## src/rtl/immu_pkg.sv

```systemverilog
// immu_pkg: shared types and constants for the I-cache line-fill responder.
//   - FSM state encoding (IDLE, FILL, RESP, RECOVER)
//   - line geometry: 8 words of 32 bits, 32-byte lines
//   - tag/counter widths and a line-base helper
package immu_pkg;

  localparam int LINE_WORDS = 8;
  localparam int LINE_OFF_W = 5;
  localparam int WORD_OFF_W = 2;
  localparam int WORD_W     = 32;
  localparam int ADDR_W     = 32;
  localparam int LINE_W     = LINE_WORDS * WORD_W;
  localparam int TAG_W      = ADDR_W - LINE_OFF_W;
  localparam int CNT_W      = 4;

  typedef enum logic [1:0] {
    IDLE    = 2'd0,
    FILL    = 2'd1,
    RESP    = 2'd2,
    RECOVER = 2'd3
  } immu_state_e;

  // Byte address of the first word of the line containing addr.
  function automatic logic [ADDR_W-1:0] line_base(input logic [ADDR_W-1:0] addr);
    return {addr[ADDR_W-1:LINE_OFF_W], {LINE_OFF_W{1'b0}}};
  endfunction

endpackage

```

## src/rtl/immu_line_fill_if.sv

```systemverilog
// immu_line_fill_if: request/response bundle between the I-cache, the
// line-fill responder and the word-wide backing memory.
//   I-cache side : immu_read, immu_addr, inv_line (to responder)
//                  immu_done, immu_read_data     (from responder)
//   memory side  : mem_req, mem_addr             (from responder)
//                  mem_gnt, mem_rvalid, mem_rdata (to responder)
// slave  : view taken by the line-fill responder
// master : view taken by the surrounding environment (cache + memory)
interface immu_line_fill_if import immu_pkg::*; ();

  logic              immu_read;
  logic [ADDR_W-1:0] immu_addr;
  logic              immu_done;
  logic [LINE_W-1:0] immu_read_data;
  logic              inv_line;
  logic              mem_req;
  logic [ADDR_W-1:0] mem_addr;
  logic              mem_gnt;
  logic              mem_rvalid;
  logic [WORD_W-1:0] mem_rdata;

  modport slave (
    input  immu_read, immu_addr, inv_line, mem_gnt, mem_rvalid, mem_rdata,
    output immu_done, immu_read_data, mem_req, mem_addr
  );

  modport master (
    output immu_read, immu_addr, inv_line, mem_gnt, mem_rvalid, mem_rdata,
    input  immu_done, immu_read_data, mem_req, mem_addr
  );

endinterface

```

## src/rtl/immu_line_asm.sv

```systemverilog
// immu_line_asm: assembles the eight returned memory words into one line.
//   sys_clk, rst : clock and synchronous active-high reset
//   clear        : start of a new fill, rewinds the receive counter
//   word_we      : a response word is valid this cycle
//   word_data    : response word
//   line_data    : assembled line, word i at [32*i+31:32*i]
//   last_word    : the eighth word of the line is being written now
module immu_line_asm
  import immu_pkg::*;
(
  input  logic              sys_clk,
  input  logic              rst,
  input  logic              clear,
  input  logic              word_we,
  input  logic [WORD_W-1:0] word_data,
  output logic [LINE_W-1:0] line_data,
  output logic              last_word
);

  localparam logic [CNT_W-1:0] LAST_IDX = CNT_W'(LINE_WORDS - 1);

  logic [CNT_W-1:0]  recv_cnt_reg;
  logic [WORD_W-1:0] word_reg [LINE_WORDS];

  always_ff @(posedge sys_clk) begin
    if (rst) begin
      recv_cnt_reg <= '0;
    end else if (clear) begin
      recv_cnt_reg <= '0;
    end else if (word_we) begin
      recv_cnt_reg <= recv_cnt_reg + CNT_W'(1);
    end
  end

  // Responses are in order, so the receive counter selects the word slot.
  genvar gi;
  generate
    for (gi = 0; gi < LINE_WORDS; gi++) begin : g_word
      always_ff @(posedge sys_clk) begin
        if (rst) begin
          word_reg[gi] <= '0;
        end else if (word_we && (recv_cnt_reg == CNT_W'(gi))) begin
          word_reg[gi] <= word_data;
        end
      end
      assign line_data[gi*WORD_W +: WORD_W] = word_reg[gi];
    end
  endgenerate

  assign last_word = word_we && (recv_cnt_reg == LAST_IDX);

endmodule

```

## src/rtl/immu_line_fill.sv

```systemverilog
// immu_line_fill: memory-side responder for I-cache line-fill requests.
// Accepts a held read request, fetches the aligned 32-byte line as eight
// pipelined word reads (at most MAX_OUT in flight, MAX_OUT in 1..4), and
// returns the line with a one-cycle done pulse followed by one recovery
// cycle in which new requests are ignored.
//   sys_clk : clock, all logic on the rising edge
//   rst     : synchronous active-high reset
//   bus     : immu_line_fill_if.slave (I-cache request side + memory port)
// Optional build macro IMMU_LAST_LINE_EN: remembers the tag of the last
// completed line; a matching request is answered from the held line
// without touching memory. inv_line drops the remembered line.
module immu_line_fill
  import immu_pkg::*;
#(
  parameter int MAX_OUT = 2
)
(
  input  logic            sys_clk,
  input  logic            rst,
  immu_line_fill_if.slave bus
);

  localparam logic [CNT_W-1:0] MAX_OUT_C    = CNT_W'(MAX_OUT);
  localparam logic [CNT_W-1:0] LINE_WORDS_C = CNT_W'(LINE_WORDS);

  immu_state_e       state_reg, state_next;
  logic [ADDR_W-1:0] base_reg, base_next;
  logic [CNT_W-1:0]  issue_cnt_reg, issue_cnt_next;
  logic [CNT_W-1:0]  out_cnt_reg, out_cnt_next;

  logic              fill_start;
  logic              word_we;
  logic              last_word;
  logic              grant;
  logic              hit;
  logic [LINE_W-1:0] line_data;

`ifdef IMMU_LAST_LINE_EN
  logic [TAG_W-1:0] tag_reg;
  logic             tag_valid_reg;
  logic             unused_addr_bits;

  // An invalidate in the same cycle wins over a hit.
  assign hit = tag_valid_reg && !bus.inv_line &&
               (tag_reg == bus.immu_addr[ADDR_W-1:LINE_OFF_W]);

  always_ff @(posedge sys_clk) begin
    if (rst) begin
      tag_reg       <= '0;
      tag_valid_reg <= 1'b0;
    end else if (bus.inv_line) begin
      tag_valid_reg <= 1'b0;
    end else if ((state_reg == FILL) && last_word) begin
      tag_reg       <= base_reg[ADDR_W-1:LINE_OFF_W];
      tag_valid_reg <= 1'b1;
    end
  end

  assign unused_addr_bits = ^bus.immu_addr[LINE_OFF_W-1:0];
`else
  logic unused_addr_bits;

  assign hit = 1'b0;
  assign unused_addr_bits = ^{bus.inv_line, bus.immu_addr[LINE_OFF_W-1:0]};
`endif

  always_ff @(posedge sys_clk) begin
    if (rst) begin
      state_reg     <= IDLE;
      base_reg      <= '0;
      issue_cnt_reg <= '0;
      out_cnt_reg   <= '0;
    end else begin
      state_reg     <= state_next;
      base_reg      <= base_next;
      issue_cnt_reg <= issue_cnt_next;
      out_cnt_reg   <= out_cnt_next;
    end
  end

  always_comb begin
    state_next     = state_reg;
    base_next      = base_reg;
    issue_cnt_next = issue_cnt_reg;
    out_cnt_next   = out_cnt_reg;
    fill_start     = 1'b0;
    word_we        = 1'b0;
    grant          = 1'b0;
    bus.mem_req    = 1'b0;
    bus.mem_addr   = '0;
    bus.immu_done  = 1'b0;

    unique case (state_reg)
      IDLE: begin
        // Stray responses here are simply not written anywhere.
        if (bus.immu_read) begin
          base_next      = line_base(bus.immu_addr);
          issue_cnt_next = '0;
          out_cnt_next   = '0;
          if (hit) begin
            state_next = RESP;
          end else begin
            state_next = FILL;
            fill_start = 1'b1;
          end
        end
      end

      FILL: begin
        bus.mem_req  = (issue_cnt_reg < LINE_WORDS_C) && (out_cnt_reg < MAX_OUT_C);
        bus.mem_addr = base_reg + (ADDR_W'(issue_cnt_reg) << WORD_OFF_W);
        grant        = bus.mem_req && bus.mem_gnt;
        word_we      = bus.mem_rvalid;
        if (grant) begin
          issue_cnt_next = issue_cnt_reg + CNT_W'(1);
        end
        // Grant and response in the same cycle cancel out.
        unique case ({grant, bus.mem_rvalid})
          2'b10:   out_cnt_next = out_cnt_reg + CNT_W'(1);
          2'b01:   out_cnt_next = out_cnt_reg - CNT_W'(1);
          default: out_cnt_next = out_cnt_reg;
        endcase
        if (last_word) begin
          state_next = RESP;
        end
      end

      RESP: begin
        bus.immu_done = 1'b1;
        state_next    = RECOVER;
      end

      RECOVER: begin
        // Gives the initiator one cycle to lower its request.
        state_next = IDLE;
      end

      default: state_next = IDLE;
    endcase
  end

  immu_line_asm u_line_asm (
    .sys_clk   (sys_clk),
    .rst       (rst),
    .clear     (fill_start),
    .word_we   (word_we),
    .word_data (bus.mem_rdata),
    .line_data (line_data),
    .last_word (last_word)
  );

  // The line register is only rewritten by a fill, so it stays stable
  // from the done pulse until the next fill begins.
  assign bus.immu_read_data = line_data;

  a_out_max: assert property (@(posedge sys_clk) disable iff (rst)
    out_cnt_reg <= MAX_OUT_C);

  a_out_no_underflow: assert property (@(posedge sys_clk) disable iff (rst)
    ((state_reg == FILL) && bus.mem_rvalid) |-> (out_cnt_reg != '0));

endmodule

```

## src/flat_wrapper.sv

```systemverilog
// flat-port wrapper written by rule: the top's interface ports become plain ports
module immu_line_fill_flat import immu_pkg::*;
#(
  parameter int MAX_OUT = 2
)
  (sys_clk, rst, bus_immu_read, bus_immu_addr, bus_inv_line, bus_mem_gnt, bus_mem_rvalid, bus_mem_rdata, bus_immu_done, bus_immu_read_data, bus_mem_req, bus_mem_addr);
  immu_line_fill_if bus_i ();
  input  logic sys_clk;
  input  logic rst;
  input wire logic [$bits(bus_i.immu_read)-1:0] bus_immu_read;
  input wire logic [$bits(bus_i.immu_addr)-1:0] bus_immu_addr;
  input wire logic [$bits(bus_i.inv_line)-1:0] bus_inv_line;
  input wire logic [$bits(bus_i.mem_gnt)-1:0] bus_mem_gnt;
  input wire logic [$bits(bus_i.mem_rvalid)-1:0] bus_mem_rvalid;
  input wire logic [$bits(bus_i.mem_rdata)-1:0] bus_mem_rdata;
  output wire logic [$bits(bus_i.immu_done)-1:0] bus_immu_done;
  output wire logic [$bits(bus_i.immu_read_data)-1:0] bus_immu_read_data;
  output wire logic [$bits(bus_i.mem_req)-1:0] bus_mem_req;
  output wire logic [$bits(bus_i.mem_addr)-1:0] bus_mem_addr;
  assign bus_i.immu_read = bus_immu_read;
  assign bus_i.immu_addr = bus_immu_addr;
  assign bus_i.inv_line = bus_inv_line;
  assign bus_i.mem_gnt = bus_mem_gnt;
  assign bus_i.mem_rvalid = bus_mem_rvalid;
  assign bus_i.mem_rdata = bus_mem_rdata;
  assign bus_immu_done = bus_i.immu_done;
  assign bus_immu_read_data = bus_i.immu_read_data;
  assign bus_mem_req = bus_i.mem_req;
  assign bus_mem_addr = bus_i.mem_addr;
  immu_line_fill #(.MAX_OUT(MAX_OUT)) u_core (.sys_clk(sys_clk), .rst(rst), .bus(bus_i));
endmodule
```

## config.mk

```make
export PLATFORM = sky130hd
export DESIGN_NAME = immu_line_fill_flat
export DESIGN_NICKNAME = d
export VERILOG_FILES = /design/src/rtl/immu_pkg.sv /design/src/rtl/immu_line_fill_if.sv /design/src/rtl/immu_line_asm.sv /design/src/rtl/immu_line_fill.sv /design/src/flat_wrapper.sv
export SDC_FILE = /design/constraint.sdc
export NUM_CORES = 1
export LEC_CHECK = 0
export CAP_MARGIN = 20
export CORE_MARGIN = 2
export CORE_UTILIZATION = 37
export DETAILED_ROUTE_END_ITERATION = 7
export PLACE_DENSITY = 0.65
export SLEW_MARGIN = 20
export SYNTH_ARGS = -nofsm -noshare
export SYNTH_HDL_FRONTEND = slang
export SYNTH_SLANG_ARGS = --single-unit
```

## constraint.sdc

```tcl
create_clock -name sys_clk -period 4 [get_ports sys_clk]
set_input_delay 0.8 -clock sys_clk [delete_from_list [all_inputs] [get_ports sys_clk]]
set_output_delay 0.8 -clock sys_clk [all_outputs]
set_load 0.01 [all_outputs]
```

==> results of run 1 <==
## cells in the final DEF, fill, tap and decap left out, types with 3 or more instances in the layout
cell             instances
clkdlybuf4s50_1        347
nand2_1                 69
nor3_2                   4
and2_1                 263
bufinv_16                4
o21ai_0                  8
inv_1                   15
ha_1                    13
dfxtp_1                 41
and3_1                   4
buf_4                   22
xor2_1                   4
clkinv_2                 5
nand4_1                  5
xnor2_1                 14
nand3_1                  9
clkbuf_16               37
a21oi_1                 42
nor3_1                  11
clkinv_1                 5
buf_12                   5
nor2_2                   4
dlymetal6s2s_1           3
a31oi_1                  3
clkbuf_1                 5
nand2b_1                 3
o21bai_4                 8
or3_2                    3
nor4_1                   5
mux2i_1                  5
or4_1                    7
nor2_1                  21
o31ai_1                  6
edfxtp_1               256
## stage by stage
step                      total power (µW)  cell area (µm²)   util  cells  worst slack [ps]
after CTS                             8200            17400  0.540   1732              32.1
final                                 8120            17500  0.541   1733               186
after detailed placement              5080            16300  0.505   1675               426
after global placement                5060            16300  0.505   1675               427
after floorplan                       4370            12100      -    904               732
after global routing                  8430            17500  0.541   1732              42.1
## where the power goes
group          switching, µW  internal (µW)
sequential               127           3580
clock                   1200           1930
combinational            721            565
total                   2050           6070
## logic make-up (layout without fill, tap and decap cells)
kind of cell,Yosys count,in the layout,synth area share
XOR/XNOR,18,18,0.0131
buffers and inverters,64,450,0.0211
AO/OA/AOI/OAI,75,75,0.0365
adder cells (fa/ha/maj),14,14,0.0145
multiplexers,6,6,0.00508
AND/OR/NAND/NOR,428,428,0.204
other,1,3,0.000311
flip-flops,297,297,0.705
## timing repair
item	CTS	global route
gates resized for setup	2	4
setup buffers	0	0
endpoints found under the setup margin	5	4
hold buffers	0	0
## routing by layer
layer	global-route usage	vias to the layer above	part of all wire
li1	-	3877	-
met1	0.245	3929	0.39
met2	0.355	343	0.49
met3	0.0591	66	0.086
met4	0.0710	0	0.032
met5	0	-	0
## area by class of cell
class | instances | area, µm² | area share
multi-input cells | 543 | 3440 | 0.197
inverters | 15 | 56.3 | 0.00322
clock inverters | 15 | 173 | 0.00989
diodes | 1 | 2.50 | 0.000143
clock buffers | 42 | 945 | 0.0541
flip-flops and latches | 297 | 8510 | 0.487
repair buffers | 378 | 3780 | 0.217
well taps | 442 | 553 | 0.0317
## path summary, 6_finish.rpt
path,depth (start not counted),slack (ps),to
setup / recovery,6,190,bus_mem_addr[26]
hold reg to reg,2,470,u_core.base_reg[5]
setup reg to reg,9,1400,u_core.out_cnt_reg[3]
hold / removal,2,470,u_core.base_reg[5]
## worst min-delay path: stages (launching register included)
cell	delay, ps
dfxtp_1	310
nand2_1	50
a21oi_1	50
==> out/results.tsv, run 1 <==
stage	metric	value	unit
flow_run	max cap viols	0	
grt	first-pass GRT wire length	51500	µm
sta	RSZ-0062 raised after global routing	no	
power_and_ir_drop	pwr/cell area	465	nW/µm²
placement	Routability Congestion	0.861	
cells_and_area	area overhead of the layout relative to synthesis	44.7	%
die	core area	32300	µm²
power_and_ir_drop	leak pwr	0.00640	µW
sta	crit share post-route	0.953	
sta	Slew HR	0.378	
yosys	share of the synthesized area in the top cell type	0.637	
die	total I/O pin count	360	
sta	Peak Freq	0.262	GHz
critical_path	Critical Path Source Type	register	
cts	total CTS buffers	34	
sta	Final Hold Violating Endpoints	0	
critical_path	Critical Path RT	3200	ps
cts	Clock Path Buffers	3	
sta	setup violators final	0	
yosys	Synth cell types	49	
run_status	status	finished, final reports clean	
yosys	Post-synth top cells	and2_1 (263), edfxtp_1 (256), nand2_1 (69)	
worst_hold_path	Hold WC Path Type	reg2reg	
detailed_routing	1st-iter DRT viols	522	
yosys	async set-reset flop share out of synthesis	0	
die	starting density of the core	0.374	
cts	Clock Sink Count	297	
die	die height	185	µm
critical_path	delay-heaviest family, CP	simple AND/OR/NAND/NOR gates	
grt	vias in the first global route	8116	
grt	Overflow after GRT	0	
critical_path	CP max FO	11	
yosys	Mapped Area	12100	µm²
detailed_routing	drt wl/cell	20.5	µm
die	cell row count	66	
detailed_routing	vias	8215	
detailed_routing	Post-route DRC	0	
critical_path	reg-to-reg startpoint	u_core.out_cnt_reg[1]	
yosys	syn avg cell area	13.4	µm²
yosys	Synth Instances	903	
sta	crit path time final	3810	ps
cts	CTS tree	built	
grt	GRT Overall Usage	0.206	
yosys	#FFs+latches synth	297	
critical_path	CP cell instances	ha_2 -> nand4_4 -> or3_4 -> or4_1 -> a21oi_1 -> clkdlybuf4s50_1	
critical_path	Crit path largest cell delay	570	ps
die	area of the die	34100	µm²
detailed_routing	Routed Antenna Nets	0	
sta	Slew Viols, Final	0	
critical_path	CP arrival	3010	ps
critical_path	Worst setup EP type	output pin	
cts	clock slew at reported path FFs	50	ps
yosys	largest area contributor in the netlist	edfxtp_1	
die	Die X	185	µm
yosys	number of synthesized flops with an enable pin	256	
cells_and_area	layout cell share with drive strength beyond 1	0.0798	
critical_path	critical path class	reg2out	
yosys	sequential-to-total area share from yosys stat	0.705	
cells_and_area	fill count	2652	
grt	pin count of the biggest net entering global routing	43	
cts	number of H-tree levels	2	
yosys	Synthesis Warnings	0	
grt	initial antenna violation count	1	
yosys	Synth Flop Type	edfxtp_1	
placement	port bufs	351	
cells_and_area	max reg flops	256	
worst_hold_path	Worst Hold Launch	u_core.base_reg[5]	
yosys	top cells by area, synth	edfxtp_1 (64%), and2_1 (14%), dfxtp_1 (6.8%)	
detailed_routing	drt first pass iters	5	
cts	Root Driver	clkbuf_16	
cts	Worst-Skew Late Latency	500	ps
critical_path	CP max-delay cell	clkdlybuf4s50_1	
detailed_routing	routed vias/inst	4.74	
sta	worst-margin pin slew	931	ps
critical_path	Buffers & Inverters on Critical Path	1	
critical_path	Worst Setup SP	u_core.issue_cnt_reg[3]	
yosys	most frequent cell after synthesis	and2_1	
detailed_routing	Total Wirelength	35600	µm
sta	Fin Setup TNS	0	ps
power_and_ir_drop	VDD IR max	0.000252	V
sta	Layout Skew	11.9	ps
placement	HPWL after DPL	24200	µm
sta	Hold WS	465	ps
cells_and_area	final net count	1353	
Power figures use the tool's default switching activity.
==> run 2, diff against run 1 <==
RECOVER_POWER = 50   (was not set)
==> run 2 against run 1 <==
Against the previous run: the flow now finishes with violations (capacitance limit, slew limit); worst hold slack got worse by 0.65 ps; sequential power about the same; critical path type unchanged; worst setup slack gained 0.77 ps; final cell count stayed put; first-iteration DRC count down 18%; sequential share of layout area up 0.38 points; final area shrank 0.78%; power decreased by 0.81%; largest power group unchanged; highest routed layer unchanged.
==> out/results.tsv, run 2 (synthesis gave the netlist of run 1 again) <==
stage	metric	value	unit
critical_path	CP arrival	3010	ps
detailed_routing	Post-route DRC	0	
sta	worst-margin pin slew	2060	ps
cts	clock slew at reported path FFs	50	ps
grt	GRT Overall Usage	0.206	
cts	Worst-Skew Late Latency	500	ps
sta	Slew HR	-0.379	
die	Die X	185	µm
flow_run	max cap viols	4	
cts	Clock Sink Count	297	
die	core area	32300	µm²
run_status	failing checks	capacitance limit, slew limit	
detailed_routing	Routed Antenna Nets	0	
die	starting density of the core	0.374	
cts	Clock Path Buffers	3	
critical_path	CP cell instances	ha_2 -> nand4_4 -> or3_4 -> or4_1 -> a21oi_1 -> clkdlybuf4s50_1	
critical_path	CP max FO	11	
critical_path	delay-heaviest family, CP	simple AND/OR/NAND/NOR gates	
critical_path	Worst setup EP type	output pin	
sta	Final Hold Violating Endpoints	0	
detailed_routing	drt first pass iters	5	
sta	setup violators final	0	
cts	CTS tree	built	
sta	RSZ-0062 raised after global routing	no	
critical_path	Crit path largest cell delay	580	ps
critical_path	Buffers & Inverters on Critical Path	1	
grt	pin count of the biggest net entering global routing	43	
die	cell row count	66	
sta	Slew Viols, Final	111	
cts	Hold Buf Count CTS	0	
detailed_routing	vias	8245	
detailed_routing	routed vias/inst	4.76	
placement	HPWL after DPL	24200	µm
die	area of the die	34100	µm²
cells_and_area	area overhead of the layout relative to synthesis	43.5	%
sta	Peak Freq	0.262	GHz
grt	first-pass GRT wire length	51500	µm
detailed_routing	Total Wirelength	35500	µm
die	die height	185	µm
power_and_ir_drop	VDD IR max	0.000251	V
placement	port bufs	351	
power_and_ir_drop	Sw Pwr	2040	µW
critical_path	critical path class	reg2out	
run_status	status	finished with violations	
cells_and_area	final net count	1353	
detailed_routing	1st-iter DRT viols	426	
power_and_ir_drop	clock share of power	0.388	
grt	vias in the first global route	8116	
cells_and_area	max reg flops	256	
power_and_ir_drop	leak pwr	0.00658	µW
grt	Overflow after GRT	0	
power_and_ir_drop	Int Pwr	6020	µW
die	total I/O pin count	360	
cts	total CTS buffers	34	
power_and_ir_drop	power share of the sequential group	0.460	
sta	Fin Setup TNS	0	ps
sta	Hold WS	465	ps
placement	Routability Congestion	0.861	
detailed_routing	drt wl/cell	20.5	µm
sta	crit path time final	3810	ps
cells_and_area	layout cell share with drive strength beyond 1	0.0643	
power_and_ir_drop	share of power burned in combinational logic	0.152	
cts	number of H-tree levels	2	
sta	Layout Skew	11.9	ps
cells_and_area	commonest cells after routing, fill and taps aside	edfxtp_1 (256), dlygate4sd3_1 (215), and2_1 (200)	
cells_and_area	commonest non-fill, non-tap cell in the layout	edfxtp_1	
sta	crit share post-route	0.953	
critical_path	CP max-delay cell	clkdlybuf4s50_1	
cts	Root Driver	clkbuf_16	
grt	initial antenna violation count	1	
power_and_ir_drop	Switching Fraction	0.253	
power_and_ir_drop	pwr/cell area	465	nW/µm²
critical_path	Critical Path RT	3200	ps
worst_hold_path	Hold WC Path Type	reg2reg	
cells_and_area	fill count	2678	
critical_path	Critical Path Source Type	register	
==> run 2: cell count changes in the layout (fill, tap and decap cells not counted), moves of 4 or more <==
cell             previous run  this run
dlygate4sd3_1               0       215
nor3_2                      4         0
o21bai_4                    8         2
clkbuf_1                    5        15
o21bai_1                    0         5
nor3_1                     11        15
and2_0                      0        63
buf_4                      22        13
clkdlybuf4s50_1           347       132
and2_1                    263       200
==> run 2: cell type report <==
class,count,area (µm²),area share
timing repair buffer,378,3730,0.215
sequential,297,8510,0.491
tap,442,553,0.0319
multi-input combinational,543,3360,0.194
inverter,15,56.3,0.00325
clock buffer,42,945,0.0545
clock inverter,15,173,0.00997
antenna,1,2.50,0.000144
==> run 2: tightest hold or removal path: stages (launching register included) <==
cell     delay, ps
dfxtp_1        310
nand2_1         50
a21oi_1         50
==> run 2: path summary, 6_finish.rpt <==
kind | slack (ps) | startpoint | end | depth (start not counted)
hold reg to reg | 460 | u_core.base_reg[5] | u_core.base_reg[5] | 2
hold / removal | 460 | u_core.base_reg[5] | u_core.base_reg[5] | 2
setup / recovery | 190 | u_core.issue_cnt_reg[3] | bus_mem_addr[26] | 6
setup reg to reg | 950 | u_core.state_reg[1] | u_core.u_line_asm.word_reg[1][41] | 6
==> run 2: stage by stage <==
| step | util | cells | cell area [µm²] | setup WS [ps] | power, µW |
|---|---|---|---|---|---|
| after global placement | 0.505 | 1675 | 16300 | 427 | 5060 |
| after floorplan | - | 904 | 12100 | 732 | 4370 |
| after CTS | 0.540 | 1732 | 17400 | 32.1 | 8200 |
| after global routing | 0.536 | 1732 | 17300 | 42.2 | 8370 |
| after detailed placement | 0.505 | 1675 | 16300 | 426 | 5080 |
| final | 0.537 | 1733 | 17300 | 187 | 8060 |
==> run 2: what timing repair did <==
action,4_1_cts,5_1_grt
setup buffers,0,0
gates cloned,0,0
endpoints found under the hold margin,0,0
setup endpoints to repair,5,4
resized for setup,2,4
==> run 2: metal layers <==
metal / vias to the layer above / part of all wire / wire [µm] / GRT usage
li1: 3874 / - / - / -
met1: 3944 / 0.39 / 13800 / 0.245
met2: 357 / 0.49 / 17500 / 0.355
met3: 70 / 0.088 / 3120 / 0.0591
met4: 0 / 0.032 / 1150 / 0.0710
met5: - / 0 / 0 / 0
==> run 2: power by group through the flow <==
stage | clock, µW | combinational (µW) | sequential [µW]
final | 3130 | 1230 | 3710
after global routing | 3300 | 1340 | 3730
after CTS | 3190 | 1300 | 3710
after detailed placement | 0 | 1300 | 3780
after global placement | 0 | 1290 | 3770
after floorplan | 0 | 542 | 3830
==> edit (flow settings as in run 1) <==
Add a define of `IMMU_LAST_LINE_EN`.
--- a/src/rtl/immu_line_fill.sv
+++ b/src/rtl/immu_line_fill.sv
@@ -10,4 +10,6 @@
 // completed line; a matching request is answered from the held line
 // without touching memory. inv_line drops the remembered line.
+`define IMMU_LAST_LINE_EN
+
 module immu_line_fill
   import immu_pkg::*;
Behaviour: same outputs for any inputs over 4 cycles, from zero or initial values and one cycle with rst high; that may be too few to reach the edited logic, so the function may still have changed.
==> edit against run 1 <==
Count of clock-buffer cells in the layout rose by 3. Synthesized cell count rose by 18%. Power rose by 1.8%. Sequential cell count rose by 28. Final area rose by 6.1%. Area after synthesis rose by 11%. Wire length rose by 9.3%. Sequential power rose by 6.5%. Setup slack got worse by 0.026 ns. Largest cell class unchanged.
==> edit: results (changes against run 1) <==
status completed; GRT met3 Usage 0.0398 (-0.0192); iteration-0 DRC count of the detailed router 683 (+31%); vias in the first global route 9184 (+13%); global-route wire length before repair 57900 um (+12%); post-synthesis mux area share 0.00374 (-0.00134); most area-consuming cells after synthesis edfxtp_1, and3_1, dfxtp_1, nand2_1, xnor2_1; total track usage 0.199 (-0.00612); Reg2Reg Launch Point u_core.state_reg[1]$_SDFFE_PP0P_; Port Buffers 352 (+0.28%); dpl cell area 0.0174 sq mm (+6.7%); largest net degree at the start of global routing 129 (+200%); reg-to-reg setup timing slack 1.18 ns (-0.22 ns); DR top layer met5; share of layout cells above drive strength 1 0.0647 (-0.0152); Seq/Total Area, Yosys 0.678 (-0.0268); worst r2r path cells 6 (-3); Worst Tran Pin Value 0.909 ns (-0.0220 ns); Netlist cell types 47 (-4.1%); Fin Clk Skew 0.0214 ns (+0.00944 ns); sequential power 3.95 mW (+6.5%); commonest cells in the netlist edfxtp_1, and3_1, nand2_1; Post-Synth Adder-Cell Area 0.0140 (-0.000479); maximum VDD drop 0.000277 V (+9.7%); routed wl met2 18500 um (+5.8%); Synth Instances 1068 (+18%); total CTS buffers 35 (+2.9%); met2 Usage GRT 0.325 (-0.0301); Place WS 0.611 ns (+0.185 ns); routed wire length 38900 um (+9.3%); Pwr Total 8.27 mW (+1.8%); initial antenna violation count 3 (+2)
edit: cell types whose count changed in the layout (fill, tap and decap cells not counted), moves of 11 or more:
cell     before  now
and3_1        4  227
and2_1      263   61
nand2_1      69  124
xnor2_1      14   45
dfxtp_1      41   68
a21oi_1      42   63
nor2_1       21   10
edit: layout make-up:
type,count,area (sq um)
repair buffers,373,3750
inverters,8,30.0
fillers,3014,17000
diodes,1,2.50
well taps,461,577
clock inverters,18,155
flip-flops and latches,325,9070
clock buffers,45,955
multi-input cells,654,3980
edit: worst max-delay path, stage by stage (launching register included):
cell	delay, ns
dfxtp_2	0.40
ha_1	0.25
ha_1	0.22
nand3_1	0.16
or4_4	0.47
or3_1	0.32
a21boi_1	0.15
clkdlybuf4s50_1	0.54
edit: cell families after synthesis:
kind of cell,Yosys count
flip-flops,325
AND/OR/NAND/NOR,491
AO/OA/AOI/OAI,87
XOR/XNOR,54
buffers and inverters,90
adder cells (fa/ha/maj),15
other,1
multiplexers,5
edit: worst max-delay path by stage:
stage / start / end / slack, ns / cells past startpoint
after CTS: u_core.issue_cnt_reg[3]$_SDFFE_PP0P_ / bus_mem_addr[19] / 0.03 / 7
after global routing: u_core.issue_cnt_reg[3]$_SDFFE_PP0P_ / bus_mem_addr[19] / 0.004 / 7
after detailed placement: u_core.issue_cnt_reg[3]$_SDFFE_PP0P_ / bus_mem_addr[19] / 0.61 / 7
after floorplan: u_core.issue_cnt_reg[3]$_SDFFE_PP0P_ / bus_mem_addr[19] / 1.37 / 6
final: u_core.issue_cnt_reg[3]$_SDFFE_PP0P_ / bus_mem_addr[19] / 0.16 / 7
after global placement: u_core.issue_cnt_reg[3]$_SDFFE_PP0P_ / bus_mem_addr[19] / 0.62 / 7
